## src/rtl/dmem_responder.sv

```systemverilog
// dmem_responder: data-memory responder on the CPU load/store port.
// A request captured in IDLE waits LATENCY cycles in WAIT, then RESP issues a
// one-cycle ack with registered load data and a fault flag. Misaligned or
// out-of-range accesses fault: stores are suppressed and loads return zero.
// Optional feature macro: DMEM_BYTE_LANES_EN adds per-byte store enables (be).
`timescale 1ns/1ps
module dmem_responder #(
  parameter int DEPTH   = 64,
  parameter int LATENCY = 2
) (
  input  logic        clk,
  input  logic        rst,
  input  logic        req,
  input  logic        we,
  input  logic [31:0] addr,
  input  logic [31:0] wd,
`ifdef DMEM_BYTE_LANES_EN
  input  logic [3:0]  be,
`endif
  output logic        ack,
  output logic [31:0] rd,
  output logic        err,
  output logic        busy
);

  localparam int         AW  = $clog2(DEPTH);
  localparam logic [3:0] LAT = 4'(LATENCY);

  typedef enum logic [1:0] {IDLE = 2'd0, WAIT = 2'd1, RESP = 2'd2} state_t;

  state_t      state_r;
  state_t      state_nx_s;
  logic [3:0]  cnt_r;
  logic        we_r;
  logic [31:0] addr_r;
  logic [31:0] wd_r;
  logic        cur_we_s;
  logic [31:0] cur_addr_s;
  logic [31:0] cur_wd_s;
  logic [3:0]  cur_be_s;
  logic        fault_s;
  logic        enter_resp_s;
  logic [AW-1:0] idx_s;
  logic [31:0] mem [DEPTH];
`ifdef DMEM_BYTE_LANES_EN
  logic [3:0]  be_r;
`endif

  // Word access faults when not 4-byte aligned or beyond the last stored word.
  function automatic logic addr_fault(input logic [31:0] a);
    return (a[1:0] != 2'b00) || ({2'b00, a[31:2]} >= 32'(DEPTH));
  endfunction

  // Next-state logic for the IDLE/WAIT/RESP handshake.
  always_comb begin
    state_nx_s = state_r;
    case (state_r)
      IDLE: begin
        if (req) begin
          state_nx_s = (LATENCY == 0) ? RESP : WAIT;
        end else begin
          state_nx_s = IDLE;
        end
      end
      WAIT: begin
        if (cnt_r == 4'd1) begin
          state_nx_s = RESP;
        end else begin
          state_nx_s = WAIT;
        end
      end
      RESP:    state_nx_s = IDLE;
      default: state_nx_s = IDLE;
    endcase
  end

  // Select the live request in IDLE (zero-latency path) or the captured one later.
  always_comb begin
    cur_we_s   = we_r;
    cur_addr_s = addr_r;
    cur_wd_s   = wd_r;
`ifdef DMEM_BYTE_LANES_EN
    cur_be_s   = be_r;
`else
    cur_be_s   = 4'hF;
`endif
    if (state_r == IDLE) begin
      cur_we_s   = we;
      cur_addr_s = addr;
      cur_wd_s   = wd;
`ifdef DMEM_BYTE_LANES_EN
      cur_be_s   = be;
`endif
    end else begin
      cur_we_s   = we_r;
    end
    fault_s      = addr_fault(cur_addr_s);
    idx_s        = cur_addr_s[2 +: AW];
    enter_resp_s = (state_nx_s == RESP) && (state_r != RESP);
  end

  // State register, wait counter and request capture.
  always_ff @(posedge clk) begin
    if (rst) begin
      state_r <= IDLE;
      cnt_r   <= 4'd0;
      we_r    <= 1'b0;
      addr_r  <= 32'd0;
      wd_r    <= 32'd0;
`ifdef DMEM_BYTE_LANES_EN
      be_r    <= 4'd0;
`endif
    end else begin
      state_r <= state_nx_s;
      case (state_r)
        IDLE: begin
          if (req) begin
            cnt_r  <= LAT;
            we_r   <= we;
            addr_r <= addr;
            wd_r   <= wd;
`ifdef DMEM_BYTE_LANES_EN
            be_r   <= be;
`endif
          end
        end
        WAIT:    cnt_r <= cnt_r - 4'd1;
        RESP:    cnt_r <= cnt_r;
        default: cnt_r <= 4'd0;
      endcase
    end
  end

  // Registered response: ack/err only in the RESP cycle, rd holds between loads.
  always_ff @(posedge clk) begin
    if (rst) begin
      ack  <= 1'b0;
      err  <= 1'b0;
      rd   <= 32'd0;
      busy <= 1'b0;
    end else begin
      ack  <= enter_resp_s;
      err  <= enter_resp_s ? fault_s : 1'b0;
      busy <= (state_nx_s != IDLE);
      if (enter_resp_s && !cur_we_s) begin
        rd <= fault_s ? 32'd0 : mem[idx_s];
      end
    end
  end

  // Store commit on the edge entering RESP; faulting stores write nothing.
  always_ff @(posedge clk) begin
    if (!rst && enter_resp_s && cur_we_s && !fault_s) begin
      for (int k = 0; k < 4; k++) begin
        if (cur_be_s[k]) begin
          mem[idx_s][8*k +: 8] <= cur_wd_s[8*k +: 8];
        end
      end
    end
  end

endmodule

```

## config.mk

```make
export PLATFORM = sky130hd
export DESIGN_NAME = dmem_responder
export DESIGN_NICKNAME = d
export VERILOG_FILES = /design/src/rtl/dmem_responder.sv
export SDC_FILE = /design/constraint.sdc
export NUM_CORES = 2
export LEC_CHECK = 0
export ABC_AREA = 1
export CAP_MARGIN = 20
export CORE_MARGIN = 5
export CORE_UTILIZATION = 35
export CTS_CLUSTER_DIAMETER = 120
export DETAILED_ROUTE_END_ITERATION = 12
export PLACE_DENSITY = 0.55
export SLEW_MARGIN = 20
export SYNTH_ARGS = -nofsm -noshare
export SYNTH_HDL_FRONTEND = slang
export SYNTH_SLANG_ARGS = --single-unit
```

## constraint.sdc

```tcl
create_clock -name clk -period 4.4 [get_ports clk]
set_input_delay 0.66 -clock clk [delete_from_list [all_inputs] [get_ports clk]]
set_output_delay 0.66 -clock clk [all_outputs]
set_load 0.01 [all_outputs]
```

-- After elaboration in Yosys (flattened, before gate mapping)
Memories as Yosys holds them, arrays and structs flattened.
Index checks and enable logic that the tools add are counted.
- add/sub/neg operators: 1
- magnitude comparators: 1
- equal/unequal tests: 6
- mux-type cells: 11
- bitwise logic cells: 2
- reduce and logical (&&, ||, !) cells: 15
- operators with widths (operator ; number):
    32-bit two-way mux ; 3
    30-bit by 7-bit >= comparator with 1-bit output, second input constant ; 1
    4-bit one-hot mux with 3 select lines ; 1
    1-bit logical AND ; 5
    2-bit equality test, second input constant ; 2
    4-bit by 1-bit equality test with 1-bit output, second input constant ; 1
    1-bit two-way mux ; 4
    4-bit two-way mux ; 1
    2-bit inequality test, second input constant ; 2
    2-bit one-hot mux with 2 select lines ; 1
    2-bit AND reduction ; 2
    2-bit nonzero test ; 2
    4-bit by 1-bit subtractor with 4-bit output, second input constant ; 1
    1-bit logical NOT ; 3
    2-bit by 1-bit equality test with 1-bit output, second input constant ; 1
    2-bit logical NOT ; 1
    2-bit two-way mux ; 1
    1-bit NOT ; 2
    2-bit OR reduction ; 1
    1-bit logical OR ; 1
- bits in registers: 106
- memory bits (writable): 2048
- bits of input ports: 68
- word-level logic and storage cells: 46
- memories: 1
- memories (name ; depth ; width ; rd ports ; clocked after Yosys merged registers in ; wr ports ; RTL line ; source):
    mem ; 64 ; 32 ; 1 ; 0 ; 1 ; 44 ; logic [31:0] mem [DEPTH];

-- Logic depth before layout (Yosys ltp)
- word-level depth: 10
- gate-level depth with buffers: 17

-- Worst setup path before layout
OpenSTA, ideal clock, no wires.
- path type: in2reg
- start point: input port addr[0]
- end point: memory mem[51][0] (enable)
- library setup time: 0.468 ns
- arrival time: 4.239 ns
- path slack: -0.307 ns
- stages on the path: 9
- path buffers: 1
- path through: or2_2 > o21ai_0 > o211ai_1 > nor2_1 > and2_1 > and3_1 > buf_2 > nand2_1 > nor3b_1
- longest elaborated chain between the ends: 7
- RTL lines (element ; RTL line ; source):
    start: declaration ; 15 ; input logic [31:0] addr,
    32-bit two-way mux ; 87 ; if (state_r == IDLE) begin
    2-bit nonzero test ; 51 ; return (a[1:0] != 2'b00) || ({2'b00, a[31:2]} >= 32'(DEPTH));
    1-bit logical OR ; 51 ;
    1-bit logical NOT ; 153 ; if (!rst && enter_resp_s && cur_we_s && !fault_s) begin
    1-bit logical AND ; 153 ;
    1-bit two-way mux ; 153 ;
    1-bit two-way mux (implied by the code) ; 156 ; mem[idx_s][8*k +: 8] <= cur_wd_s[8*k +: 8];
    end: declaration ; 44 ;
No other way between the ends.

-- Worst setup path after layout
- start point: register state_r[1]
- end point: register rd[2]
- longest elaborated chain between the ends: 5
- elaborated cells between the ends (all ways): 15
- classes of those cells: order compare (1); eq/ne (3); mux (4); reduce/logical (6); memory (1)
- RTL lines (element ; RTL line ; source):
    start: declaration ; 31 ; state_t state_r;
    start signal: assignment ; 114 ; state_r <= state_nx_s;
    2-bit logical NOT / 2-bit by 1-bit equality test with 1-bit output (equally long branches) ; 57, 87 ;
    32-bit two-way mux / 2-bit one-hot mux with 2 select lines (equally long branches) ; 87, 57 ;
    30-bit by 7-bit >= comparator with 1-bit output (tied with other cells) ; 51 ;
    1-bit logical OR / 1-bit logical AND (equally long branches) ; 51, 99 ;
    32-bit two-way mux / 1-bit logical AND (equally long branches) ; 146, 145 ;
    end signal: assignment ; 146 ; rd <= fault_s ? 32'd0 : mem[idx_s];
    end: declaration ; 21 ; output logic [31:0] rd,
Several ways; a longest one is shown, not always the timed one.
A chain may end at the register's enable or synchronous reset.

==> results_tabular.tex <==
\begin{tabular}{lr}
\hline
Metric & Value \\
\hline
\multicolumn{2}{l}{\textbf{Final layout}} \\
Post-layout net count & 9057 \\
Area growth from synthesis to final layout & 16.7\% \\
Total of fill cells in the finished design & 24486 \\
Proportion of layout cells with a drive suffix above 1 & 8.41\% \\
\multicolumn{2}{l}{\textbf{Clocking}} \\
Clock tree from TritonCTS & done \\
Clk sinks & 2154 \\
Clock latency of the later-clocked register in the worst-skew pair & 0.87 ns \\
Number of H-tree levels & 4 \\
Total setup buffers inserted after CTS & 0 \\
Root buf cell & clkbuf\_16 \\
Clock slew at reported path FFs & 0.06 ns \\
Number of buffers added by the clock tree synthesis step & 216 \\
Clock Path Buffers & 3 \\
\multicolumn{2}{l}{\textbf{Timing}} \\
Setup ws final & 0.252 ns \\
Clock Skews & 0.0404 ns \\
Actual slew at the worst max-slew pin & 1.17 ns \\
Total negative slack for setup checks & 0 ns \\
Setup repair after global routing missed its margin & no \\
Worst rel slew slack & 22.3\% \\
\# setup viols final & 0 \\
Final worst path period share & 94.3\% \\
Final Hold Violating Endpoints & 0 \\
Fmax & 241 MHz \\
Final Max Slew Viols & 0 \\
Min Tclk post-route & 4.15 ns \\
\multicolumn{2}{l}{\textbf{Floorplan}} \\
Area of the core & 259000 um\^{}2 \\
Starting Density & 35.1\% \\
Io pins & 103 \\
Die X-Extent & 519 um \\
Number of rows created at floorplan & 187 \\
Vert. Die Dim & 519 um \\
Full die area & 270000 um\^{}2 \\
\multicolumn{2}{l}{\textbf{Synth}} \\
Main area contributors after synthesis & edfxtp\_1, nand2\_1, nand3\_1 \\
Multiplexer share of the synthesized area & 0\% \\
Count of flip-flops with a built-in enable after synthesis & 2048 \\
Post-synthesis instance area & 90800 um\^{}2 \\
Unique cell type count in the Yosys netlist & 34 \\
Leading area contributor after synthesis & edfxtp\_1 \\
Net count of the mapped netlist & 8850 \\
Count of synthesis-stage warnings from yosys & 0 \\
Async set or reset register ratio after synthesis & 0\% \\
Simple-Gate Fraction of Synth Area & 21.5\% \\
XOR/XNOR Fraction of Synth Area & 0\% \\
Commonest cells in the netlist & nand2\_1, edfxtp\_1, inv\_1 \\
Mean instance size in the synthesized netlist & 10.3 um\^{}2 \\
Most frequently used cell type in the post-synthesis netlist & nand2\_1 \\
Compound-cell area share of the yosys netlist & 2.44\% \\
Share of the yosys chip area belonging to registers & 70.1\% \\
Number of synthesized register bits & 2154 \\
Largest family of logic cells by synthesized area & simple AND/OR/NAND/NOR gates \\
Synth top area share & 67.8\% \\
Post-Synth Adder-Cell Area & 0.0276\% \\
Top flip-flop cell by instance count after synthesis & edfxtp\_1 \\
Gate Count Post-Synth & 8780 \\
\multicolumn{2}{l}{\textbf{Global routing}} \\
Number of global-route vias before repair & 58802 \\
Antenna violations before repair & 17 \\
GRT Total Usage & 20.9\% \\
First-pass GRT wire length & 417 mm \\
Pin count of the biggest net entering global routing & 148 \\
Remaining global-route overflow & 0 \\
\multicolumn{2}{l}{\textbf{Drt}} \\
Average wire per standard cell & 23.0 um \\
Via-to-Cell Ratio & 4.96 \\
DR vias & 62382 \\
Final wirelength & 290 mm \\
Drt first-iter violations & 7065 \\
DRC violations left & 0 \\
Number of iterations in the first detailed-routing pass & 6 \\
Post-route ant nets & 0 \\
\multicolumn{2}{l}{\textbf{Pwr}} \\
Leakage component of the power & 42.7 nW \\
Total power draw & 47.0 mW \\
Power density normalized to cell area & 444 nW/um\^{}2 \\
Worst-case vdd ir drop & 0.328 mV \\
\multicolumn{2}{l}{\textbf{Min path}} \\
Worst Min Path Start & addr[5] \\
Type of the worst min-delay path & primary input to register \\
Cells on Worst Hold Path & 3 \\
Hold Crit Endpoint & addr\_r[5] \\
\multicolumn{2}{l}{\textbf{Critical path}} \\
Required time reported for the critical path endpoint & 5.18 ns \\
Worst Reg2Reg Path Length in Cells & 14 \\
Critical path peak fanout & 40 \\
Kind of critical path & register to register \\
Worst reg2reg path startpoint & state\_r[1] \\
Flop2flop setup slack & 0.25 ns \\
Type of origin of the critical path & register \\
Kind of capture point of the worst setup path & register \\
Arrival time at the worst endpoint & 4.93 ns \\
Reg-to-reg critical path endpoint & rd[2] \\
\multicolumn{2}{l}{\textbf{Place}} \\
Detailed placement HPWL & 172 mm \\
Setup Slack @ Placement & -0.268 ns \\
RePlAce Congestion & 0.910 \\
Port Buf Inserts & 102 \\
\multicolumn{2}{l}{\textbf{Outcome}} \\
Status & completed \\
\multicolumn{2}{l}{\textbf{Run}} \\
Max-capacitance violation count & 0 \\
\hline
\end{tabular}
layout by cell type, fill, tap and decap left out, types with 101 or more instances in the layout:
master / n
a21oi_1: 126
buf_12: 112
buf_4: 227
clkbuf_16: 216
clkdlybuf4s50_1: 101
dfxtp_1: 106
edfxtp_1: 2048
inv_1: 886
nand2_1: 3747
nand3_1: 703
nor2_1: 169
o21ai_0: 172
routing by layer:
metal	wire length, um	vias to the layer above	global-route usage, %	part of all wire [%]
li1	-	29094	-	-
met1	121000	30482	28.3	42
met2	134000	2346	33.6	46
met3	20600	458	3.21	7.1
met4	13500	2	8.81	4.7
met5	13	-	0	0.0045
logic make-up (layout without fill, tap and decap cells):
| kind of cell | after synthesis | after routing |
|---|---|---|
| DFF | 2154 | 2154 |
| other | 0 | 3 |
| adders and majority gates | 2 | 2 |
| buffers and inverters | 1355 | 1740 |
| AOI/OAI and AO/OA | 436 | 436 |
| and+or+nand+nor | 4833 | 4833 |
layout make-up:
class                           instances  area (um^2)  area share [%]
Tap cell                             3402         4260            4.02
Inverter                              898         3370            3.18
Clock inverter                        111         1030           0.969
Clock buffer                          285         5730            5.42
Multi-Input combinational cell       5271        22800            21.5
Timing Repair Buffer                  446         5080            4.80
Sequential cell                      2154        63600            60.1
Antenna cell                            3         7.51         0.00709
worst max path at each step:
stage	endpoint	from
global route	rd[2]	state_r[0]
detailed placement	rd[11]	addr[2]
finish	rd[2]	state_r[1]
global placement	rd[11]	addr[2]
CTS	rd[2]	state_r[1]
floorplan	mem[51][0]	addr[0]
registers in the layout, summed over array words and instances, names as in the netlist:
name / count
we_r: 1
busy: 1
rd: 32
wd_r: 32
mem: 2048
cnt_r: 4
state_r: 2
addr_r: 32
err: 1
ack: 1
what timing repair did:
action / in CTS / in global routing
gates resized for setup: 1 / 0
hold buffers: 1 / 0
hold endpoints to repair: 1 / 0
setup endpoints to repair: 1 / 0
per-stage QoR:
stage	cell area [um^2]	utilization, %	std cells	hold slack, ns
2_1_floorplan	90800	-	8780	0.424
3_3_place_gp	99000	38.2	12165	0.434
3_5_place_dp	99100	38.3	12169	0.460
4_1_cts	106000	40.9	12566	0.338
5_1_grt	106000	40.9	12568	0.391
6_report	106000	40.9	12570	0.412
where the power goes:
group	internal [mW]	switching [mW]	leakage (nW)
Sequential	22.9	0.0260	19.4
Combinational	1.53	4.83	20.0
Clock	9.83	7.92	3.29
worst max-delay path: stages, from the launching register on:
cell and delay [ns]:
dfxtp_1 0.35, nor2_4 0.39, buf_4 0.35, nand2_8 0.11, nand2_8 0.33, buf_12 0.32, buf_4 0.36, o21ai_0 0.12
nand2_1 0.07, nand2_1 0.11, nand2_1 0.08, nand2_1 0.13, a21oi_1 0.84, nand3_1 0.17, a21oi_1 0.16
Note: power is estimated with default switching activity, not from simulation.
